**src/rtl/uart_pkg.sv**
```systemverilog
// Shared UART definitions: serializer state encoding and bit-timing derivation,
// common to the transmit and receive sides.
package uart_pkg;

  typedef enum logic [1:0] {
    IDLE  = 2'd0,
    START = 2'd1,
    DATA  = 2'd2,
    STOP  = 2'd3
  } uart_state_e;

  function automatic int cycles_per_bit(input int clk_hz, input int bit_rate);
    return clk_hz / bit_rate;
  endfunction

endpackage

```
**src/rtl/uart_fifo.sv**
```systemverilog
// Synchronous FIFO with full/empty flags and an occupancy count.
// DEPTH must be a power of two so the pointers wrap naturally.
module uart_fifo #(
  parameter int WIDTH = 8,
  parameter int DEPTH = 16
) (
  input  logic                           clk,
  input  logic                           reset,
  input  logic                           i_push,
  input  logic [WIDTH-1:0]               i_data,
  input  logic                           i_pop,
  output logic [WIDTH-1:0]               o_data,
  output logic                           o_full,
  output logic                           o_empty,
  output logic [$clog2(DEPTH+1)-1:0]     o_level
);

  localparam int AW = $clog2(DEPTH);
  localparam int LW = $clog2(DEPTH + 1);

  logic [WIDTH-1:0] r_mem [DEPTH];
  logic [AW-1:0]    r_wptr;
  logic [AW-1:0]    r_rptr;
  logic [LW-1:0]    r_count;
  logic             w_push;
  logic             w_pop;

  assign w_push  = i_push && !o_full;
  assign w_pop   = i_pop && !o_empty;
  assign o_full  = (r_count == LW'(DEPTH));
  assign o_empty = (r_count == '0);
  assign o_level = r_count;
  assign o_data  = r_mem[r_rptr];

  always_ff @(posedge clk) begin
    if (reset) begin
      r_wptr  <= '0;
      r_rptr  <= '0;
      r_count <= '0;
    end else begin
      if (w_push) r_wptr <= r_wptr + 1'b1;
      if (w_pop)  r_rptr <= r_rptr + 1'b1;
      // A simultaneous push and pop leaves the count unchanged.
      case ({w_push, w_pop})
        2'b10:   r_count <= r_count + 1'b1;
        2'b01:   r_count <= r_count - 1'b1;
        default: r_count <= r_count;
      endcase
    end
  end

  always_ff @(posedge clk) begin
    if (w_push && !reset) r_mem[r_wptr] <= i_data;
  end

endmodule

```
**src/rtl/uart_tx_buffered.sv**
```systemverilog
// Buffered UART transmitter: a FIFO feeds a start/data/stop serializer that
// drives a registered, idle-high serial line.
module uart_tx_buffered
  import uart_pkg::*;
#(
  parameter int CLK_HZ       = 50_000_000,
  parameter int BIT_RATE     = 9600,
  parameter int PAYLOAD_BITS = 8,
  parameter int STOP_BITS    = 1,
  parameter int FIFO_DEPTH   = 16
) (
  input  logic                                clk,
  input  logic                                reset,
  input  logic                                in_valid,
  input  logic [PAYLOAD_BITS-1:0]             in_data,
  output logic                                in_ready,
  output logic                                uart_txd,
  output logic                                uart_tx_busy,
  output logic [$clog2(FIFO_DEPTH+1)-1:0]     fifo_level
);

  localparam int CYCLES_PER_BIT = cycles_per_bit(CLK_HZ, BIT_RATE);
  localparam int CW = (CYCLES_PER_BIT > 1) ? $clog2(CYCLES_PER_BIT) : 1;
  localparam int BW = $clog2(PAYLOAD_BITS + 1);
  localparam logic [CW-1:0] BAUD_LAST = CW'(CYCLES_PER_BIT - 1);
  localparam logic [BW-1:0] DATA_LAST = BW'(PAYLOAD_BITS - 1);
  localparam logic [BW-1:0] STOP_LAST = BW'(STOP_BITS - 1);

  uart_state_e             r_state;
  logic                    r_txd;
  logic [CW-1:0]           r_baud;
  logic [BW-1:0]           r_bit;
  logic [PAYLOAD_BITS-1:0] r_shift;

  logic                    w_full;
  logic                    w_empty;
  logic                    w_push;
  logic                    w_pop;
  logic [PAYLOAD_BITS-1:0] w_fifo_data;

  assign in_ready     = !w_full && !reset;
  assign w_push       = in_valid && in_ready;
  assign w_pop        = (r_state == IDLE) && !w_empty && !reset;
  assign uart_txd     = r_txd;
  assign uart_tx_busy = (r_state != IDLE) || !w_empty;

  uart_fifo #(
    .WIDTH (PAYLOAD_BITS),
    .DEPTH (FIFO_DEPTH)
  ) u_fifo (
    .clk     (clk),
    .reset   (reset),
    .i_push  (w_push),
    .i_data  (in_data),
    .i_pop   (w_pop),
    .o_data  (w_fifo_data),
    .o_full  (w_full),
    .o_empty (w_empty),
    .o_level (fifo_level)
  );

  // The line value is registered alongside the state, so each bit appears on
  // the same edge the serializer enters the corresponding state or bit slot.
  always_ff @(posedge clk) begin
    if (reset) begin
      r_state <= IDLE;
      r_txd   <= 1'b1;
      r_baud  <= '0;
      r_bit   <= '0;
      r_shift <= '0;
    end else begin
      case (r_state)
        IDLE: begin
          r_txd  <= 1'b1;
          r_baud <= '0;
          r_bit  <= '0;
          if (!w_empty) begin
            r_state <= START;
            r_txd   <= 1'b0;
            r_shift <= w_fifo_data;
          end
        end
        START: begin
          if (r_baud == BAUD_LAST) begin
            r_baud  <= '0;
            r_state <= DATA;
            r_txd   <= r_shift[0];
            r_shift <= r_shift >> 1;
          end else begin
            r_baud <= r_baud + 1'b1;
          end
        end
        DATA: begin
          if (r_baud == BAUD_LAST) begin
            r_baud <= '0;
            if (r_bit == DATA_LAST) begin
              r_bit   <= '0;
              r_state <= STOP;
              r_txd   <= 1'b1;
            end else begin
              r_bit   <= r_bit + 1'b1;
              r_txd   <= r_shift[0];
              r_shift <= r_shift >> 1;
            end
          end else begin
            r_baud <= r_baud + 1'b1;
          end
        end
        STOP: begin
          if (r_baud == BAUD_LAST) begin
            r_baud <= '0;
            if (r_bit == STOP_LAST) begin
              r_bit   <= '0;
              r_state <= IDLE;
            end else begin
              r_bit <= r_bit + 1'b1;
            end
          end else begin
            r_baud <= r_baud + 1'b1;
          end
        end
        default: r_state <= IDLE;
      endcase
    end
  end

endmodule

```
**config.mk**
```make
export PLATFORM = sky130hd
export DESIGN_NAME = uart_tx_buffered
export DESIGN_NICKNAME = d
export VERILOG_FILES = /design/src/rtl/uart_pkg.sv /design/src/rtl/uart_fifo.sv /design/src/rtl/uart_tx_buffered.sv
export SDC_FILE = /design/constraint.sdc
export NUM_CORES = 1
export LEC_CHECK = 0
export CAP_MARGIN = 40
export CORE_MARGIN = 5
export CORE_UTILIZATION = 40
export CTS_CLUSTER_DIAMETER = 120
export CTS_CLUSTER_SIZE = 12
export DETAILED_ROUTE_END_ITERATION = 12
export SLEW_MARGIN = 30
export SYNTH_ARGS = -nofsm -noshare
export SYNTH_HDL_FRONTEND = slang
export SYNTH_SLANG_ARGS = --single-unit
```
**constraint.sdc**
```tcl
create_clock -name clk -period 7.53 [get_ports clk]
set_input_delay 1.506 -clock clk [delete_from_list [all_inputs] [get_ports clk]]
set_output_delay 1.506 -clock clk [all_outputs]
set_load 0.05 [all_outputs]
```
== Word level (Yosys, flattened, before mapping) ==
Memories as Yosys holds them, arrays and structs flattened. A register that Yosys moved wholly into a read port is not among the register bits.
Cells that the tools add are included.
Storage, ports and cells
  register bits: 41
  bits in writable memories: 128
  bits of input ports: 11
  output and inout bits: 8
  word-level logic and storage cells: 82
  memories kept: 1
Cells by class
  add/sub/neg operators: 6
  eq/ne operators: 15
  muxes and demuxes: 29
  reduce and logical (&&, ||, !) cells: 23
Memories
  u_fifo.r_mem: depth 16, bits a word 8, rd ports 1, clocked after memory_dff 1, wr ports 1, RTL line uart_fifo.sv:21  | logic [WIDTH-1:0] r_mem [DEPTH];
Operators with widths (number)
  2-to-1 mux 8 bit: 4
  case mux 13 bit (2 select lines): 1
  2-to-1 mux 4 bit: 6
  case mux 8 bit (3 select lines): 1
  != test 2 bit, second input constant: 7
  adder 13 x 1 -> 13 bit, second input constant: 1
  == test 13 bit, second input constant: 1
  2-to-1 mux 13 bit: 1
  adder 4 x 1 -> 4 bit, second input constant: 3
  2-to-1 mux 2 bit: 6
  case mux 4 bit (3 select lines): 1
  case mux 5 bit (2 select lines): 1
  case mux 2 bit (4 select lines): 1
  logical AND 1 bit: 7
  == test 2 bit, second input constant: 3
  2-to-1 mux 1 bit: 6
  AND reduction 3 bit: 2
  AND reduction 6 bit: 1
  nonzero test 3 bit: 2
  adder 5 x 1 -> 5 bit, second input constant: 1
  == test 5 bit, second input constant: 1
  zero test 5 bit: 1
  AND reduction 5 bit: 1
  subtractor 5 x 1 -> 5 bit, second input constant: 1
  9 further kinds: 13

== Longest topological paths before layout ==
Gate-level depths: netlist of run 1.
  word-level depth: 8
  depth in mapped cells: 13
  gate-level depth less buffers: 11

== Hierarchy ==
Synthesis of run 1 repeated with hierarchy kept, for this count alone.
Second synthesis, totals
  cells, all modules: 488
  area, all modules: 7353.3 µm²
Modules (own cells, without submodules)
  uart_fifo: instances 1, cells each 314, area each 5781.8 µm², sequential area each 4184.0 µm²
  uart_tx_buffered: instances 1, cells each 174, area each 1571.5 µm², sequential area each 560.5 µm²

== Worst setup path before layout of run 1 ==
OpenSTA, ideal clock, no wires.
  kind: input-to-reg
  start point: input port reset
  end point: register u_fifo.r_count[4], in the netlist u_fifo.o_level[4]
  data arrival time: 4.172 ns
  data required time: 7.409 ns
  path slack: 3.237 ns
  stages: 12
  path buffers: 4
  path through: clkbuf_1 > clkbuf_1 > clkbuf_1 > nor2_1 > ha_1 > clkbuf_1 > xor2_1 > ha_1 > o21ai_0 > a221oi_1 > a2111oi_0 > mux2_2
On the way
  longest elaborated chain between the ends: 6
  elaborated cells between the ends (all ways): 10
  those cells by class: eq/ne: 2; mux: 1; reduce/logical: 7
RTL lines
  from (decl): RTL line uart_tx_buffered.sv:13  | input logic reset,
  zero test 1 bit: RTL line uart_tx_buffered.sv:41, uart_tx_buffered.sv:43
  logical AND 1 bit: RTL line uart_tx_buffered.sv:41  | assign in_ready = !w_full && !reset;
  logical AND 1 bit: RTL line uart_tx_buffered.sv:42  | assign w_push = in_valid && in_ready;
  logical AND 1 bit: RTL line uart_fifo.sv:28  | assign w_push = i_push && !o_full;
  == test 2 x 1 -> 1 bit / == test 2 bit (equally long branches): RTL line uart_fifo.sv:44  | case ({w_push, w_pop})
  case mux 5 bit (2 select lines) / nonzero test 2 bit (equally long branches)
  to (signal assigned): RTL line uart_fifo.sv:45  | 2'b10: r_count <= r_count + 1'b1;
  to (signal assigned): RTL line uart_fifo.sv:46  | 2'b01: r_count <= r_count - 1'b1;
  to (signal assigned): RTL line uart_fifo.sv:47  | default: r_count <= r_count;
  to (decl): RTL line uart_fifo.sv:24  | logic [LW-1:0] r_count;
Parallel ways exist; a longest one is shown, timed or not.
A chain may end at the register's enable or synchronous reset.

== Worst setup path after layout of run 1 ==
  start point: input port reset
  end point: output port in_ready
On the way
  longest elaborated chain between the ends: 2
RTL lines
  zero test 1 bit: RTL line uart_tx_buffered.sv:41
  logical AND 1 bit: RTL line uart_tx_buffered.sv:41
  to (decl): RTL line uart_tx_buffered.sv:16  | output logic in_ready,
Every way passes these cells.

==> summary.txt, run 1 <==
Run status
  • Status: complete, no violations

Timing
  • Setup Skew: 0.01520 ns
  • FMAX: 0.2051 GHz
  • Setup violators final: 0
  • Slew headroom: a little over two fifths
  • RSZ-0062 raised after global routing: false
  • Final Max Tran Viols: 0
  • Least-Margin Pin Slew: 0.8541 ns
  • Hold Fails Final Rpt: 0
  • Final Cycle Share: between 60 and 70%
  • Setup TNS: 0 ns
  • Crit path time final: 4.877 ns
  • PnR worst setup slack: 2.653 ns

Clock network
  • Root Buffer: clkbuf_16
  • Later-pin clock latency in the skew report: between 0.4 and 0.5 ns
  • Post-CTS Resized: 0
  • Max Buffers Root-to-Sink: 2
  • TritonCTS clock tree: built
  • Postcts setup bufs: 0
  • Clk sinks: around 170
  • CTS buffer count: 17
  • # H-tree levels: 4
  • Hold bufs inserted after CTS: 0
  • Clock-pin slew of the registers on the worst-case setup and hold paths: roughly 0.070 ns

Drt
  • Vias: 4246
  • Routed wire per std cell: 18.69 um
  • Remaining antenna violation count: 0
  • Vias per cell: roughly 5.4
  • Routed WL: 14600 um
  • DRT Pass-1 Iters: 5
  • Initial DRC Count: ~300
  • # DRC: 0

Layout
  • Fill cell count: 1565
  • Area Overhead vs Synth: 14.35%
  • Final #Nets: 566
  • Layout cells sized above 1: 14.86%
  • N_diodes: 0
  • Final instance area: ~8400 um^2

Power and ir drop
  • Peak VDD IR: 0.1885 mV
  • Leakage power: 2.722 nW
  • PwrDens: 303.7 nW/um^2

Yosys
  • Adder-cell area share of the yosys netlist: under 10%
  • Library cells used by synthesis: 54
  • Seq/Total Area, Yosys: about two thirds
  • Syn. warnings: 0
  • EDFF count, synth: 128
  • Syn Std Cell Area: 7315 um^2
  • XOR/XNOR Fraction of Synth Area: ~2.5%
  • Synth Area in Simple Gates: 10.35%
  • Multiplexer share of the synthesized area: 9.648%
  • Top post-synthesis cells by area: edfxtp_1, dfxtp_1, mux4_2
  • Top_reg_cell synth: edfxtp_1
  • #FFs+latches synth: 173
  • Syn Area/Cell: around 14 um^2
  • Post-Syn Nets: 540
  • Cells after Synth: about 500
  • Post-synth top area cell: edfxtp_1
  • Combinational family with the most area after synthesis: simple AND/OR/NAND/NOR gates
  • Ys async rst share: 0%
  • Top cell type's share of synthesized area: 52.55%
  • Synth Area in Compound Gates: about 7.5%

Global routing
  • Wire length of the first global-routing pass: 23660 um
  • Congestion Overflow GR: 0
  • Total track usage: around 14%
  • Number of global-route vias before repair: 4310
  • Initial antenna violation count: 0
  • Largest net degree at the start of global routing: 54

Placement
  • Routability cong.: 0.8125
  • I/O Buffers: 18
  • Worst slack, placed: 2.633 ns
  • Placement Cell Area: between 7000 and 8000 um^2
  • Dpl hpwl: 9164 um

Floorplanning
  • Core Area: 17960 um^2
  • Die ar.: 21090 um^2
  • Num rows: approximately 50
  • Die Y: 145.2 um
  • I/O pin total: 19
  • DIE WIDTH: around 150 um
  • Initial Utilization: a little over 40%

Setup path
  • Crit-path cells: clkdlybuf4s50_1 > a21oi_1 > clkdlybuf4s50_1
  • CP Capture Type: output port
  • Startpoint Class: input port
  • Worst EP required: between 6 and 7 ns
  • Worst stage delay on the critical path: 0.83 ns
  • CP max stage cell: clkdlybuf4s50_1
  • Crit path DAT: roughly 3.4 ns
  • Most common cell on crit path: clkdlybuf4s50_1
  • Worst-path fanout max: 21
  • WS Path Type: input port to output port

Hold path
  • Min-Delay Path Class: register to register

Job
  • MaxCap Viol Count: 0
==> synth_stat cells, drive strengths merged, types with 10 or more instances <==
| cell type | n |
|---|---|
| xor2 | 13 |
| ha | 16 |
| nor2 | 57 |
| nand2 | 16 |
| nand3 | 15 |
| clkbuf | 17 |
| mux2i | 12 |
| inv | 18 |
| nor2b | 14 |
| mux4 | 25 |
| nor3 | 16 |
| dfxtp | 45 |
| a2111oi | 22 |
| a31oi | 10 |
| edfxtp | 128 |
==> worst max-delay path: cells and delay by family <==
family | cells | cell delay, ns
buffers and inverters | 2 | 1.60
AO/OA/AOI/OAI | 1 | 0.27
==> stage by stage <==
| step | total power [mW] | utilization, % | hold slack [ns] | cells |
|---|---|---|---|---|
| finish | 2.540 | 46.56 | 0.4664 | 781 |
| CTS | 2.559 | 46.38 | 0.4720 | 776 |
| floorplan | 1.546 | - | 0.4305 | 513 |
| global placement | 1.693 | 43.03 | 0.4501 | 741 |
| detailed placement | 1.707 | 43.17 | 0.4562 | 744 |
| global route | 2.667 | 46.56 | 0.4925 | 781 |
==> cells by family (layout without fill, tap and decap cells) <==
group / count (synthesis) / count (layout)
xor+xnor: 21 / 21
fa+ha+maj: 16 / 16
buf+inv: 44 / 83
flops: 173 / 173
simple gates: 148 / 148
compound gates: 72 / 72
mux: 39 / 39
==> report_power, final <==
group,internal (mW),leakage [nW],switching [mW]
Sequential,1.07,1.52,0.0374
Combinational,0.234,0.916,0.352
Clock,0.441,0.286,0.411
Total,1.74,2.72,0.801
==> path summary, 6_finish.rpt <==
| check | cells past startpoint | end | slack [ns] | from |
|---|---|---|---|---|
| worst min-delay path | 1 | r_baud[0] | 0.47 | r_baud[0] |
| worst max-delay path | 3 | in_ready | 2.65 | reset |
| worst max register to register | 10 | u_fifo.o_level[4] | 4.24 | u_fifo.o_level[2] |
| worst min register to register | 1 | r_baud[0] | 0.47 | r_baud[0] |
==> flip-flops by register name, indices dropped and copies added (netlist names), named ones only <==
register / count
u_fifo.r_rptr: 4
u_fifo.o_level: 5
r_bit: 4
r_shift: 8
u_fifo.r_mem: 128
uart_txd: 1
r_state: 2
r_baud: 13
u_fifo.r_wptr: 4
==> per-layer routing <==
layer	vias up	track usage, %	wire length [um]
met5	-	0	0
met3	19	3.804	644
li1	2025	-	-
met2	88	22.60	7076
met4	0	4.618	191
met1	2114	19.03	6687
==> cells in the final DEF (no fill, tap or decap), types with 12 or more instances in the layout <==
cell type and count:
nor2b_1 14, clkbuf_16 17, mux2i_1 12, nand2_1 16
clkdlybuf4s50_1 18, nor2_1 57, nand3_1 14, nor3_1 14
mux4_2 25, xor2_1 13, ha_1 16, inv_1 18
dfxtp_1 44, a2111oi_0 22, edfxtp_1 128
==> cell type report <==
cell class / count / area (um^2) / area share [%]
clock inverter: 15 / 151.4 / 1.810
tap: 229 / 286.5 / 3.426
timing repair buffer: 33 / 285.3 / 3.411
sequential: 173 / 4746 / 56.74
inverter: 18 / 67.56 / 0.8078
clock buffer: 17 / 425.4 / 5.086
multi-input combinational: 296 / 2402 / 28.72
(Power assumes the default switching activity.)
==> inputs of run 2 (changes only) <==
- clock period: 7.53 -> 4.3 ns (I/O delays scaled with it)
==> run 2 against run 1 <==
Clock skew down 0.0053 ns. Global-route usage up 0.25 points. Total power up 76%.
==> summary.txt, run 2 (synthesis gave the netlist of run 1 again) <==
Run status
  • Status: complete, no violations

Drt
  • Vias per cell: 5.442
  • Routed WL: 14970 um
  • # DRC: 0
  • Initial DRC Count: about 320
  • Remaining antenna violation count: 0
  • Routed wire per std cell: 18.97 um
  • Vias: ~4300
  • DRT Pass-1 Iters: 5

Timing
  • Final Cycle Share: 77.89%
  • RSZ-0062 raised after global routing: false
  • Slew headroom: 45.33%
  • Hold Fails Final Rpt: 0
  • Setup Skew: roughly 0.0099 ns
  • PnR worst setup slack: ~0.95 ns
  • FMAX: 0.2986 GHz
  • Crit path time final: 3.349 ns
  • Final Max Tran Viols: 0
  • Setup violators final: 0
  • Least-Margin Pin Slew: 0.8170 ns
  • Setup TNS: 0 ns

Clock network
  • Clock-pin slew of the registers on the worst-case setup and hold paths: ~0.06 ns
  • # H-tree levels: 4
  • Max Buffers Root-to-Sink: 2
  • Postcts setup bufs: 0
  • Clk sinks: 173
  • Later-pin clock latency in the skew report: ~0.42 ns
  • CTS buffer count: 17
  • Post-CTS Resized: 0
  • Root Buffer: clkbuf_16
  • TritonCTS clock tree: built
  • Hold bufs inserted after CTS: 0

Hold path
  • Min-Delay Path Class: register to register

Setup path
  • Worst EP required: 4.61 ns
  • Startpoint Class: input port
  • Worst reg2reg setup slack: 0.95 ns
  • Crit path DAT: between 3 and 4 ns
  • WS Path Type: input port to register
  • Worst-path fanout max: 10
  • CP Capture Type: register

Placement
  • Dpl hpwl: slightly above 10000 um
  • Placement Cell Area: between 7000 and 8000 um^2
  • Routability cong.: ~0.80
  • Worst slack, placed: 0.5400 ns
  • I/O Buffers: 18

Power and ir drop
  • Peak VDD IR: between 0.3 and 0.4 mV
  • PwrDens: 530.2 nW/um^2
  • Leakage power: 2.754 nW

Global routing
  • Initial antenna violation count: 0
  • Largest net degree at the start of global routing: 37
  • Number of global-route vias before repair: 4355
  • Congestion Overflow GR: 0
  • Wire length of the first global-routing pass: 24140 um
  • Total track usage: roughly 14%

Floorplanning
  • Die ar.: 21090 um^2
  • DIE WIDTH: 145.2 um
  • Initial Utilization: 40.72%
  • Die Y: ~150 um
  • I/O pin total: 19
  • Num rows: 49
  • Core Area: around 18000 um^2

Layout
  • Top flop regs: u_fifo.r_mem (128), r_baud (13), r_shift (8)
  • Most frequent cells in the layout: edfxtp_1, nor2_1, dfxtp_1
  • Layout cells sized above 1: between 15 and 20%
  • Final instance area: 8439 um^2
  • N_diodes: 0
  • Final #Nets: 575
  • Commonest non-fill, non-tap cell in the layout: edfxtp_1
  • Area Overhead vs Synth: 15.38%
  • Max reg flops: 128
  • Most flops, register: u_fifo.r_mem

Job
  • MaxCap Viol Count: 0
[run 2: cell types whose count changed in the layout (fill, tap and decap cells not counted), sizes merged]
| cell | before | now |
|---|---|---|
| bufinv | 0 | 2 |
| clkinvlp | 0 | 3 |
| inv | 25 | 22 |
| buf | 14 | 24 |
| clkinv | 8 | 4 |
| clkdlybuf4s50 | 18 | 17 |
| clkbuf | 18 | 19 |
[run 2: per-layer routing]
metal | track usage [%] | part of all wire (%) | wire [um]
met4 | 3.731 | 1.5 | 226
met1 | 19.24 | 45 | 6748
met2 | 23.73 | 49 | 7346
met3 | 3.711 | 4.3 | 648
met5 | 0 | 0 | 0
[run 2: cell type report]
type	instances	area, um^2
multi-input cells	296	2397
fillers	1545	9524
flip-flops and latches	173	4747
clock buffers	18	429.2
clock inverters	13	140.1
inverters	18	67.56
well taps	229	286.5
repair buffers	42	371.6
[run 2: final timing paths]
check                    start           endpoint  depth (start not counted)
max                      reset  u_fifo.o_level[4]                         11
max reg2reg  u_fifo.o_level[2]  u_fifo.o_level[4]                         10
min reg2reg          r_baud[0]          r_baud[0]                          1
min                  r_baud[0]          r_baud[0]                          1
[run 2: through the flow]
stage          power [mW]  hold slack (ns)  std cells  util [%]
6_report            4.474           0.4647        789     46.98
4_1_cts             4.503           0.4689        787     46.91
3_3_place_gp        2.975           0.4510        744     43.14
3_5_place_dp        3.013           0.4539        756     43.74
5_1_grt             4.693           0.4852        789     46.98
2_1_floorplan       2.707           0.4305        513         -
[run 2: where the power goes]
group | internal (mW) | switching [mW] | leakage [nW]
Combinational | 0.424 | 0.596 | 0.966
Sequential | 1.87 | 0.0975 | 1.52
Clock | 0.856 | 0.634 | 0.268
[run 2: worst max-delay path, cell delays in order]
cell	delay, ns
clkdlybuf4s50_1	0.42
inv_1	0.13
o211a_1	0.35
inv_1	0.08
ha_1	0.31
xor2_1	0.19
ha_1	0.23
o21ai_0	0.18
a221oi_1	0.09
a2111oi_0	0.44
mux2_2	0.39
==> inputs of run 3 (changes only) <==
- clock period: 4.3 -> 3.3 ns (I/O delays scaled with it)
==> run 3 against run 2 <==
Core utilization grew 0.37 points. Count of clock-buffer cells in the layout shrank 1. Final area grew 0.79%. Sequential power grew 29%. Largest cell class unchanged. Largest power group unchanged.
==> summary.txt, run 3 (synthesis gave the netlist of run 1 again) <==
Timing
  • Final Max Tran Viols: 0
  • Crit path time final: 3.131 ns
  • PnR worst setup slack: 0.1685 ns
  • Final Cycle Share: a little over nine tenths
  • Hold Fails Final Rpt: 0
  • Setup violators final: 0
  • Setup Skew: 0.01311 ns
  • FMAX: 0.3193 GHz
  • Least-Margin Pin Slew: 0.7557 ns
  • Setup TNS: 0 ns
  • Slew headroom: between 40% and 50%

Floorplanning
  • Num rows: 49
  • Core Area: ~18000 um^2
  • I/O pin total: 19
  • Die Y: 145.2 um
  • Die ar.: 21090 um^2
  • Initial Utilization: 40.72%
  • DIE WIDTH: 145.2 um

Setup path
  • CP max stage cell: or4_1
  • Startpoint Class: register
  • Worst R2R End: u_fifo.o_level[4]
  • WS Path Type: register to register
  • Worst-path fanout max: 8
  • Crit. Startpoint: u_fifo.o_level[2]
  • Crit-path cells: or4_1 > o21ai_1 > nor2_1 > ha_1 > xor2_1 > ha_1 > or4_1 > mux2i_1 > a2111oi_2 > mux2_2
  • Worst EP required: 3.62 ns
  • CP Capture Type: register
  • Worst r2r src: u_fifo.o_level[2]
  • Crit path DAT: about 3.5 ns
  • Worst stage delay on the critical path: 0.59 ns
  • Register-to-Register Path Depth: 10
  • Worst reg2reg setup slack: 0.17 ns
  • CP endpoint: u_fifo.o_level[4]

Global routing
  • Largest net degree at the start of global routing: 40
  • Congestion Overflow GR: 0
  • Total track usage: 14.14%
  • Number of global-route vias before repair: 4251
  • Wire length of the first global-routing pass: 23250 um
  • Initial antenna violation count: 0

Layout
  • Final #Nets: 578
  • Non-filler instance count after layout: 793
  • Most flops, register: u_fifo.r_mem
  • Max reg flops: about 130
  • Top flop regs: u_fifo.r_mem (128), r_baud (13), r_shift (8)
  • Area Overhead vs Synth: 16.28%
  • Layout cells sized above 1: around 17%
  • Most frequent cells in the layout: edfxtp_1, nor2_1, dfxtp_1
  • Fill cell count: around 1600
  • N_diodes: 0
  • Commonest non-fill, non-tap cell in the layout: edfxtp_1

Drt
  • Remaining antenna violation count: 0
  • Vias: 4317
  • # DRC: 0
  • DRT Pass-1 Iters: 4
  • Routed WL: 14570 um
  • Routed wire per std cell: 18.37 um
  • Vias per cell: 5.444
  • Initial DRC Count: 304

Placement
  • Total placed cells including tap cells: 761
  • Worst slack, placed: about 0.037 ns
  • Dpl hpwl: around 9500 um
  • I/O Buffers: 18
  • Routability cong.: 0.8208

Clock network
  • Postcts setup bufs: 0
  • CTS buffer count: 17
  • Max Buffers Root-to-Sink: 2
  • Root Buffer: clkbuf_16
  • Clk sinks: 173
  • Later-pin clock latency in the skew report: about 0.44 ns
  • TritonCTS clock tree: built
  • # H-tree levels: 4
  • Clock-pin slew of the registers on the worst-case setup and hold paths: 0.07 ns

Hold path
  • Min-Delay Path Class: register to register
  • Cell count of the worst hold path: 1

Power and ir drop
  • Peak VDD IR: 0.3750 mV
  • PwrDens: 690.8 nW/um^2
  • Overall Power: 5.875 mW
  • Leakage power: around 2.8 nW

Run status
  • Status: complete, no violations

Job
  • MaxCap Viol Count: 0
[run 3: cell count changes in the layout (fill, tap and decap cells not counted), sizes merged]
cell / before / now
buf: 24 / 28
clkinv: 4 / 7
inv: 22 / 25
bufinv: 2 / 0
clkbuf: 19 / 17
clkinvlp: 3 / 1
[run 3: area by class of cell]
class	instances	area (um^2)	area share, %
clock buffers	17	425.4	5.001
clock inverters	15	170.2	2.001
inverters	18	67.56	0.7944
multi-input cells	296	2404	28.26
flip-flops and latches	173	4747	55.81
well taps	229	286.5	3.369
repair buffers	45	405.4	4.766
[run 3: metrics by stage]
| step | hold WS (ns) | area, um^2 | util (%) |
|---|---|---|---|
| floorplan | 0.4305 | 7322 | - |
| global route | 0.5115 | 8506 | 47.35 |
| global placement | 0.4515 | 7905 | 44.01 |
| CTS | 0.4742 | 8501 | 47.32 |
| finish | 0.4633 | 8506 | 47.35 |
| detailed placement | 0.4573 | 7905 | 44.01 |
[run 3: worst min-delay path by stage]
stage | start | endpoint
2_1_floorplan | r_baud[0] | r_baud[0]
3_3_place_gp | r_baud[0] | r_baud[0]
3_5_place_dp | r_baud[0] | r_baud[0]
4_1_cts | r_baud[0] | r_baud[0]
5_1_grt | r_baud[0] | r_baud[0]
6_report | r_baud[0] | r_baud[0]
[run 3: timing repair]
item / in CTS / in global routing
setup endpoints to repair: 0 / 1
hold buffers: 0 / 0
resized for setup: 0 / 2
[run 3: critical path: cells and delay by family, from the launching register on]
kind | cells | cell delay, ns
adder cells (fa/ha/maj) | 2 | 0.54
AND/OR/NAND/NOR | 3 | 1.16
XOR/XNOR | 1 | 0.18
flip-flops | 1 | 0.36
AO/OA/AOI/OAI | 2 | 0.28
multiplexers | 2 | 0.49
[run 3: metal layers]
| metal | up-vias | global-route usage, % | share of wire, % |
|---|---|---|---|
| li1 | 2049 | - | - |
| met1 | 2161 | 17.95 | 44 |
| met2 | 89 | 23.22 | 50 |
| met3 | 18 | 4.397 | 4.6 |
| met4 | 0 | 4.571 | 1.4 |
| met5 | - | 0 | 0 |
[run 3: where the power goes]
part / leakage (nW) / internal [mW] / switching [mW]
clock: 0.288 / 1.02 / 0.955
combinational: 0.988 / 0.568 / 0.800
sequential: 1.52 / 2.43 / 0.101
total: 2.80 / 4.02 / 1.86
